$ cat src/rtl/fb_cell_arbiter_pkg.sv
// Shared constants, FSM encodings and lane helpers for the framebuffer cell arbiter.
package fb_pkg;

    localparam int FB_CELL_COUNT = 1000;
    localparam int FB_IX_BITS    = 14;

    typedef logic [2:0] fb_state_t;

    localparam fb_state_t ST_IDLE      = 3'd0;
    localparam fb_state_t ST_DISP_RD   = 3'd1;
    localparam fb_state_t ST_DISP_WAIT = 3'd2;
    localparam fb_state_t ST_CPU_RD    = 3'd3;
    localparam fb_state_t ST_CPU_WAIT  = 3'd4;
    localparam fb_state_t ST_CPU_WR    = 3'd5;

    // Places a 4-bit word byte-enable into its lane of the 16-bit cell byte-enable.
    function automatic logic [15:0] fb_lane_mask(input logic [3:0] m, input logic [1:0] lane);
        logic [15:0] r;
        r = '0;
        r[{lane, 2'b00} +: 4] = m;
        return r;
    endfunction

    function automatic logic [127:0] fb_bit_mask(input logic [15:0] m);
        logic [127:0] r;
        r = '0;
        for (int i = 0; i < 16; i++) begin
            r[i*8 +: 8] = {8{m[i]}};
        end
        return r;
    endfunction

    function automatic logic [31:0] fb_sel_word(input logic [127:0] d, input logic [1:0] lane);
        return d[{lane, 5'b00000} +: 32];
    endfunction

endpackage

$ cat src/rtl/fb_cell_arbiter_if.sv
// Display, CPU and cell-RAM signals of the arbiter; slave = arbiter side, master = environment side.
interface fb_cell_arbiter_if;
    import fb_pkg::*;

    logic [FB_IX_BITS-1:0] disp_ix;
    logic [127:0]          disp_data;
    logic                  disp_valid;
    logic                  cpu_req;
    logic                  cpu_we;
    logic [FB_IX_BITS+1:0] cpu_addr;
    logic [31:0]           cpu_wdata;
    logic [3:0]            cpu_wmask;
    logic                  cpu_ack;
    logic [31:0]           cpu_rdata;
    logic                  mem_en;
    logic                  mem_we;
    logic [FB_IX_BITS-1:0] mem_addr;
    logic [15:0]           mem_wmask;
    logic [127:0]          mem_wdata;
    logic [127:0]          mem_rdata;

    modport slave (
        input  disp_ix, cpu_req, cpu_we, cpu_addr, cpu_wdata, cpu_wmask, mem_rdata,
        output disp_data, disp_valid, cpu_ack, cpu_rdata,
        output mem_en, mem_we, mem_addr, mem_wmask, mem_wdata
    );

    modport master (
        output disp_ix, cpu_req, cpu_we, cpu_addr, cpu_wdata, cpu_wmask, mem_rdata,
        input  disp_data, disp_valid, cpu_ack, cpu_rdata,
        input  mem_en, mem_we, mem_addr, mem_wmask, mem_wdata
    );

endinterface

$ cat src/rtl/fb_cell_arbiter.sv
// Shares the single-port cell RAM between display fetch and CPU; display valid 3 cycles after an index change.
// CPU read acks 3 cycles after grant, write 2; cpu_req is held until cpu_ack, starvation bounded by STARVE_MAX.
module fb_cell_arbiter
    import fb_pkg::*;
#(
    parameter int CELL_COUNT = FB_CELL_COUNT,
    parameter int IX_BITS    = FB_IX_BITS,
    parameter int STARVE_MAX = 4
) (
    input  logic             clock_i,
    input  logic             reset_ni,
    fb_cell_arbiter_if.slave bus
);

    localparam int                 SW         = $clog2(STARVE_MAX + 1);
    localparam logic [IX_BITS-1:0] CELL_LIM   = IX_BITS'(CELL_COUNT);
    localparam logic [SW-1:0]      STARVE_LIM = SW'(STARVE_MAX);

    fb_state_t          state_q, state_d;
    logic [IX_BITS-1:0] tag_q, tag_d;
    logic               tag_vld_q, tag_vld_d;
    logic [IX_BITS-1:0] fidx_q, fidx_d;
    logic [SW-1:0]      starve_q, starve_d;
    logic [127:0]       disp_data_q, disp_data_d;
    logic               cpu_ack_q, cpu_ack_d;
    logic [31:0]        cpu_rdata_q, cpu_rdata_d;
    logic               mem_en_q, mem_en_d;
    logic               mem_we_q, mem_we_d;
    logic [IX_BITS-1:0] mem_addr_q, mem_addr_d;
    logic [15:0]        mem_wmask_q, mem_wmask_d;
    logic [127:0]       mem_wdata_q, mem_wdata_d;

    logic [IX_BITS-1:0] cpu_ix;
    logic [1:0]         cpu_lane;
    logic               disp_pend;
    logic               cpu_pend;
    logic [127:0]       wr_bits;

    assign cpu_ix    = bus.cpu_addr[IX_BITS+1:2];
    assign cpu_lane  = bus.cpu_addr[1:0];
    assign disp_pend = !tag_vld_q || (bus.disp_ix != tag_q);
    // An ack cycle masks the still-high request so it is not granted twice.
    assign cpu_pend  = bus.cpu_req && !cpu_ack_q;
    assign wr_bits   = fb_bit_mask(fb_lane_mask(bus.cpu_wmask, cpu_lane));

    always_comb begin
        state_d     = state_q;
        tag_d       = tag_q;
        tag_vld_d   = tag_vld_q;
        fidx_d      = fidx_q;
        starve_d    = starve_q;
        disp_data_d = disp_data_q;
        cpu_ack_d   = 1'b0;
        cpu_rdata_d = cpu_rdata_q;
        mem_en_d    = 1'b0;
        mem_we_d    = 1'b0;
        mem_addr_d  = '0;
        mem_wmask_d = '0;
        mem_wdata_d = '0;
        case (state_q)
            ST_IDLE: begin
                if (disp_pend && (!cpu_pend || (starve_q < STARVE_LIM))) begin
                    fidx_d = bus.disp_ix;
                    if (cpu_pend) begin
                        starve_d = starve_q + SW'(1);
                    end
                    // Out-of-range cells read as zero without a RAM cycle.
                    if (bus.disp_ix >= CELL_LIM) begin
                        tag_d       = bus.disp_ix;
                        tag_vld_d   = 1'b1;
                        disp_data_d = '0;
                    end else begin
                        state_d    = ST_DISP_RD;
                        mem_en_d   = 1'b1;
                        mem_addr_d = bus.disp_ix;
                    end
                end else if (cpu_pend) begin
                    starve_d = '0;
                    if (cpu_ix >= CELL_LIM) begin
                        cpu_ack_d   = 1'b1;
                        cpu_rdata_d = '0;
                    end else if (bus.cpu_we) begin
                        state_d     = ST_CPU_WR;
                        mem_en_d    = 1'b1;
                        mem_we_d    = 1'b1;
                        mem_addr_d  = cpu_ix;
                        mem_wmask_d = fb_lane_mask(bus.cpu_wmask, cpu_lane);
                        mem_wdata_d = {4{bus.cpu_wdata}};
                    end else begin
                        state_d    = ST_CPU_RD;
                        mem_en_d   = 1'b1;
                        mem_addr_d = cpu_ix;
                    end
                end
            end
            ST_DISP_RD: state_d = ST_DISP_WAIT;
            ST_DISP_WAIT: begin
                disp_data_d = bus.mem_rdata;
                tag_d       = fidx_q;
                tag_vld_d   = 1'b1;
                state_d     = ST_IDLE;
            end
            ST_CPU_RD: state_d = ST_CPU_WAIT;
            ST_CPU_WAIT: begin
                cpu_rdata_d = fb_sel_word(bus.mem_rdata, cpu_lane);
                cpu_ack_d   = 1'b1;
                state_d     = ST_IDLE;
            end
            ST_CPU_WR: begin
                cpu_ack_d = 1'b1;
                state_d   = ST_IDLE;
                // Keep the held display cell coherent with the RAM copy.
                if (tag_vld_q && (tag_q == cpu_ix)) begin
                    disp_data_d = (disp_data_q & ~wr_bits) | ({4{bus.cpu_wdata}} & wr_bits);
                end
            end
            default: state_d = ST_IDLE;
        endcase
    end

    always_ff @(posedge clock_i or negedge reset_ni) begin
        if (!reset_ni) begin
            state_q     <= ST_IDLE;
            tag_q       <= '0;
            tag_vld_q   <= 1'b0;
            fidx_q      <= '0;
            starve_q    <= '0;
            disp_data_q <= '0;
            cpu_ack_q   <= 1'b0;
            cpu_rdata_q <= '0;
            mem_en_q    <= 1'b0;
            mem_we_q    <= 1'b0;
            mem_addr_q  <= '0;
            mem_wmask_q <= '0;
            mem_wdata_q <= '0;
        end else begin
            state_q     <= state_d;
            tag_q       <= tag_d;
            tag_vld_q   <= tag_vld_d;
            fidx_q      <= fidx_d;
            starve_q    <= starve_d;
            disp_data_q <= disp_data_d;
            cpu_ack_q   <= cpu_ack_d;
            cpu_rdata_q <= cpu_rdata_d;
            mem_en_q    <= mem_en_d;
            mem_we_q    <= mem_we_d;
            mem_addr_q  <= mem_addr_d;
            mem_wmask_q <= mem_wmask_d;
            mem_wdata_q <= mem_wdata_d;
        end
    end

    assign bus.disp_data  = disp_data_q;
    assign bus.disp_valid = tag_vld_q && (tag_q == bus.disp_ix);
    assign bus.cpu_ack    = cpu_ack_q;
    assign bus.cpu_rdata  = cpu_rdata_q;
    assign bus.mem_en     = mem_en_q;
    assign bus.mem_we     = mem_we_q;
    assign bus.mem_addr   = mem_addr_q;
    assign bus.mem_wmask  = mem_wmask_q;
    assign bus.mem_wdata  = mem_wdata_q;

endmodule
$ cat src/flat_wrapper.sv
// flat-port wrapper written by rule: the top's interface ports become plain ports
module fb_cell_arbiter_flat import fb_pkg::*;
#(
    parameter int CELL_COUNT = FB_CELL_COUNT,
    parameter int IX_BITS    = FB_IX_BITS,
    parameter int STARVE_MAX = 4
)
  (clock_i, reset_ni, bus_disp_ix, bus_cpu_req, bus_cpu_we, bus_cpu_addr, bus_cpu_wdata, bus_cpu_wmask, bus_mem_rdata, bus_disp_data, bus_disp_valid, bus_cpu_ack, bus_cpu_rdata, bus_mem_en, bus_mem_we, bus_mem_addr, bus_mem_wmask, bus_mem_wdata);
  fb_cell_arbiter_if bus_i ();
  input  logic clock_i;
  input  logic reset_ni;
  input wire logic [$bits(bus_i.disp_ix)-1:0] bus_disp_ix;
  input wire logic [$bits(bus_i.cpu_req)-1:0] bus_cpu_req;
  input wire logic [$bits(bus_i.cpu_we)-1:0] bus_cpu_we;
  input wire logic [$bits(bus_i.cpu_addr)-1:0] bus_cpu_addr;
  input wire logic [$bits(bus_i.cpu_wdata)-1:0] bus_cpu_wdata;
  input wire logic [$bits(bus_i.cpu_wmask)-1:0] bus_cpu_wmask;
  input wire logic [$bits(bus_i.mem_rdata)-1:0] bus_mem_rdata;
  output wire logic [$bits(bus_i.disp_data)-1:0] bus_disp_data;
  output wire logic [$bits(bus_i.disp_valid)-1:0] bus_disp_valid;
  output wire logic [$bits(bus_i.cpu_ack)-1:0] bus_cpu_ack;
  output wire logic [$bits(bus_i.cpu_rdata)-1:0] bus_cpu_rdata;
  output wire logic [$bits(bus_i.mem_en)-1:0] bus_mem_en;
  output wire logic [$bits(bus_i.mem_we)-1:0] bus_mem_we;
  output wire logic [$bits(bus_i.mem_addr)-1:0] bus_mem_addr;
  output wire logic [$bits(bus_i.mem_wmask)-1:0] bus_mem_wmask;
  output wire logic [$bits(bus_i.mem_wdata)-1:0] bus_mem_wdata;
  assign bus_i.disp_ix = bus_disp_ix;
  assign bus_i.cpu_req = bus_cpu_req;
  assign bus_i.cpu_we = bus_cpu_we;
  assign bus_i.cpu_addr = bus_cpu_addr;
  assign bus_i.cpu_wdata = bus_cpu_wdata;
  assign bus_i.cpu_wmask = bus_cpu_wmask;
  assign bus_i.mem_rdata = bus_mem_rdata;
  assign bus_disp_data = bus_i.disp_data;
  assign bus_disp_valid = bus_i.disp_valid;
  assign bus_cpu_ack = bus_i.cpu_ack;
  assign bus_cpu_rdata = bus_i.cpu_rdata;
  assign bus_mem_en = bus_i.mem_en;
  assign bus_mem_we = bus_i.mem_we;
  assign bus_mem_addr = bus_i.mem_addr;
  assign bus_mem_wmask = bus_i.mem_wmask;
  assign bus_mem_wdata = bus_i.mem_wdata;
  fb_cell_arbiter #(.CELL_COUNT(CELL_COUNT), .IX_BITS(IX_BITS), .STARVE_MAX(STARVE_MAX)) u_core (.clock_i(clock_i), .reset_ni(reset_ni), .bus(bus_i));
endmodule
$ cat config.mk
export PLATFORM = sky130hd
export DESIGN_NAME = fb_cell_arbiter_flat
export DESIGN_NICKNAME = d
export VERILOG_FILES = /design/src/rtl/fb_cell_arbiter_pkg.sv /design/src/rtl/fb_cell_arbiter_if.sv /design/src/rtl/fb_cell_arbiter.sv /design/src/flat_wrapper.sv
export SDC_FILE = /design/constraint.sdc
export NUM_CORES = 1
export LEC_CHECK = 0
export CAP_MARGIN = 20
export CORE_AREA = 4 4 201 203
export CTS_CLUSTER_SIZE = 12
export DETAILED_ROUTE_END_ITERATION = 8
export DIE_AREA = 0 0 205 207
export DONT_BUFFER_PORTS = 1
export GPL_TIMING_DRIVEN = 1
export PLACE_DENSITY = 0.65
export SYNTH_ARGS = -nofsm -noshare
export SYNTH_HDL_FRONTEND = slang
export SYNTH_SLANG_ARGS = --single-unit
$ cat constraint.sdc
create_clock -name clock_i -period 2.5 [get_ports clock_i]
set_input_delay 0.75 -clock clock_i [delete_from_list [all_inputs] [get_ports clock_i]]
set_output_delay 0.75 -clock clock_i [all_outputs]
set_load 0.005 [all_outputs]
==> flow_metrics.py, run 1 <==
metrics = {
    "synth": {
        "synth_top_area_cell": "dfrtp_1",
        "synth_cell_type_count": 53,
        "synth_top_area_share_pct": 43.2,
        "synth.avg_cell_area_um2": 10.2,
        "synth_edf_count": 0,
        "synthesis.area_um2": 15100,
        "ys_ff_latch": 260,
        "yosysSeqAreaShare_pct": 43.2,
        "synthCells": 1477,
        "synth_warnings": 0,
        "async_flop_share_pct": 100,
        "synth_ff_type": "dfrtp_1",
        "synthTopCellsByArea": "dfrtp_1 (43%), a2bb2oi_1 (7.4%), a32oi_1 (7.4%)",
    },
    "run": {
        "maxCapViolations": 0,
    },
    "routing": {
        "num_vias": 12995,
        "drc": 0,
        "drtIter0Drc": 1165,
        "routed_wl_mm": 58.3,
        "postRouteAntennaNets": 0,
        "vias_per_cell": 6.85,
        "dr.pass1.iters": 5,
        "detail_route.wl_per_cell_um": 30.8,
    },
    "power": {
        "power_frac_comb_pct": 29.0,
        "ir_worst_vdd_mv": 0.557,
        "p_leak_uw": 0.00685,
        "switching_share_pct": 35.9,
        "p_sw_uw": 5160,
        "p_seq_share_pct": 38.9,
        "powerDensity_nw_per_um2": 849,
        "power.internal_uw": 9220,
        "p_clk_share_pct": 32.1,
    },
    "setup_path": {
        "timing.rr.start": "u_core.tag_q[11]",
        "critPathCaptureType": "output pin",
        "crit_type": "flop to output pin",
        "cp.arrival_ns": 2.01,
        "required_ns": 1.75,
        "cpPeakStageDelay_ns": 0.50,
        "cp-start-kind": "flop",
        "rrSetupSlack_ns": 0.05,
        "r2r_end": "u_core.bus.disp_data[75]",
        "slowest_stage": "or4_4",
        "reg2reg_depth": 10,
        "path_cells": "xnor2_2 -> nand4_1 -> or4_4 -> inv_8",
        "critPathMaxFanout": 7,
    },
    "placed_design": {
        "place_ws_ns": -0.0969,
        "place_congestion": 0.875,
        "io_buffers": 0,
        "hpwl_mm": 38.4,
    },
    "global_route": {
        "antenna_found_initial": 1,
        "grt_util_all_layers_pct": 25.6,
        "grt_overflow": 0,
        "grt_pass1_vias": 12817,
        "grt_pass1_wl_mm": 85.8,
        "grt_max_degree": 261,
    },
    "timing": {
        "fin_hold_ws_ns": -0.104,
        "setup_violations": 1,
        "max_freq_mhz": 363,
        "period_share_pct": 110,
        "drv_slew": 0,
        "clock_skew_ns": 0.0236,
        "slew_headroom_pct": 34.6,
        "setup_ws_ns": -0.257,
        "tightest_slew_ns": 0.981,
        "rsz0062_at_grt": "yes",
        "hold_violations": 172,
        "period_needed_ns": 2.76,
    },
    "cells_and_area": {
        "drive_above_1_share_pct": 19.1,
        "fin_util_pct": 44.0,
        "finalNetCount": 1559,
        "area_delta_synth_final_pct": 12.5,
    },
    "die": {
        "fp-row-count": 72,
        "initial_core_util_pct": 39.2,
        "core_area_um2": 38500,
        "io_pins": 520,
        "die_height_um": 207,
        "dieArea_um2": 42400,
        "die_x_um": 205,
    },
    "clocking": {
        "htreeDepth": 1,
        "path_clk_slew_ns": 0.06,
        "cts_buffer_depth": 3,
        "cts_tree": "built",
        "clk_latency_ns": 0.57,
        "cts_sinks": 260,
        "cts-root-buf": "clkbuf_16",
        "cts_buffers": 30,
    },
    "hold_path": {
        "hold_path.class": "primary input to asynchronous set/reset pin",
    },
    "outcome": {
        "status": "finished with violations",
        "violations": "hold timing, setup timing",
    },
}
==> kinds of logic (layout without fill, tap and decap cells) <==
group / after synthesis / count (layout) / share of synthesized area [%]
DFF: 260 / 260 / 43.2
muxes: 46 / 46 / 5.83
other: 1 / 6 / 0.0249
buffers and inverters: 250 / 146 / 9.32
and+or+nand+nor: 425 / 425 / 12.7
adders and majority gates: 6 / 6 / 0.498
AOI/OAI and AO/OA: 461 / 461 / 26.8
xor gates and xnor gates: 28 / 28 / 1.63
==> worst max path at each step <==
stage / cells past startpoint / from / endpoint / slack [ns]
4_1_cts: 4 / u_core.tag_q[0] / bus_disp_valid / -0.27
3_5_place_dp: 6 / bus_disp_ix[0] / u_core.fidx_q[13] / -0.1
6_report: 4 / u_core.tag_q[12] / bus_disp_valid / -0.26
2_1_floorplan: 6 / bus_disp_ix[1] / bus_disp_valid / -0.02
3_3_place_gp: 6 / bus_disp_ix[0] / u_core.fidx_q[1] / -0.05
5_1_grt: 4 / u_core.tag_q[11] / bus_disp_valid / -0.30
==> per-stage QoR <==
step | total power, uW | instance area (um^2) | cells | setup TNS, ns
final | 14400 | 16900 | 1896 | -0.257
after global routing | 14900 | 16900 | 1896 | -0.567
after CTS | 14100 | 16600 | 1882 | -0.274
after detailed placement | 9400 | 15500 | 1822 | -3.97
after global placement | 9300 | 15500 | 1822 | -3.01
after floorplan | 8050 | 15500 | 1480 | -0.0248
==> area by class of cell <==
cell class,instances,area (um^2)
fill,3565,21500
multi-input combinational,970,7710
sequential,260,6520
timing repair buffer,86,1020
clock buffer,45,888
tap,518,648
clock inverter,8,120
inverter,7,38.8
antenna,2,5.00
==> state kept, by name, summed over array words and instances, names as in the netlist <==
register	count
u_core.tag_q	14
u_core.bus.mem_we	1
u_core.bus.mem_en	1
u_core.bus.cpu_ack	1
u_core.bus.disp_data	128
u_core.starve_q	3
u_core.bus.mem_wdata	32
u_core.bus.mem_addr	14
u_core.bus.cpu_rdata	32
u_core.bus.mem_wmask	16
u_core.state_q	3
u_core.fidx_q	14
u_core.tag_vld_q	1
==> cell usage in the layout (no fill, tap or decap), drive strengths merged, types with 2 or more instances in the layout <==
master / instances
a2111oi: 2
a211oi: 2
a21o: 2
a21oi: 2
a221o: 4
a22o: 43
a2bb2oi: 128
a32oi: 128
and2: 70
buf: 84
bufinv: 3
clkbuf: 47
clkinv: 3
clkinvlp: 2
conb: 4
dfrtp: 260
diode: 2
ha: 6
inv: 7
mux2: 14
mux4: 32
nand2: 284
nand3: 13
nand4: 12
nor2: 21
nor2b: 2
nor3: 4
nor3b: 6
nor4: 3
nor4bb: 2
o2111ai: 2
o211ai: 12
o21ai: 4
o221ai: 128
or4: 2
xnor2: 28
==> layer usage <==
metal,track usage [%],up-vias,routed length [um]
li1,-,5364,-
met1,33.1,6537,21700
met2,41.0,940,27800
met3,7.21,154,6560
met4,9.54,0,2280
met5,0,-,0
==> worst max-delay path: cells and delay by family, from the launching register on <==
family | cells | cell delay, ns
buffers and inverters | 1 | 0.11
and+or+nand+nor | 2 | 0.64
DFF | 1 | 0.43
xor gates and xnor gates | 1 | 0.26
==> power groups by stage <==
stage	Combinational (uW)	Clock [uW]	Sequential, uW
6_report	4180	4610	5600
5_1_grt	4410	4790	5680
4_1_cts	3870	4630	5600
3_5_place_dp	3730	0	5670
3_3_place_gp	3660	0	5640
2_1_floorplan	2650	0	5400
==> synth_stat cells, drive strengths merged, types with 4 or more instances <==
| cell type | n |
|---|---|
| nand2 | 284 |
| dfrtp | 260 |
| buf | 147 |
| a2bb2oi | 128 |
| a32oi | 128 |
| o221ai | 128 |
| clkbuf | 96 |
| and2 | 70 |
| a22o | 43 |
| mux4 | 32 |
| xnor2 | 28 |
| nor2 | 21 |
| mux2 | 14 |
| nand3 | 13 |
| nand4 | 12 |
| o211ai | 12 |
| ha | 6 |
| inv | 6 |
| nor3b | 6 |
| a221o | 4 |
| nor3 | 4 |
| o21ai | 4 |
==> what timing repair did <==
item	in CTS	in global routing
pin swaps	5	15
setup endpoints to repair	1	16
endpoints found under the hold margin	260	260
cloned	0	3
gates resized for setup	8	40
buffers inserted	7	9
Note: power is estimated with default switching activity, not from simulation.
==> inputs of run 2 (changes only) <==
SLEW_MARGIN = 20   (was default)
==> results of run 2 <==
No change in the layout: final DEF, timing and power equal those of run 1.
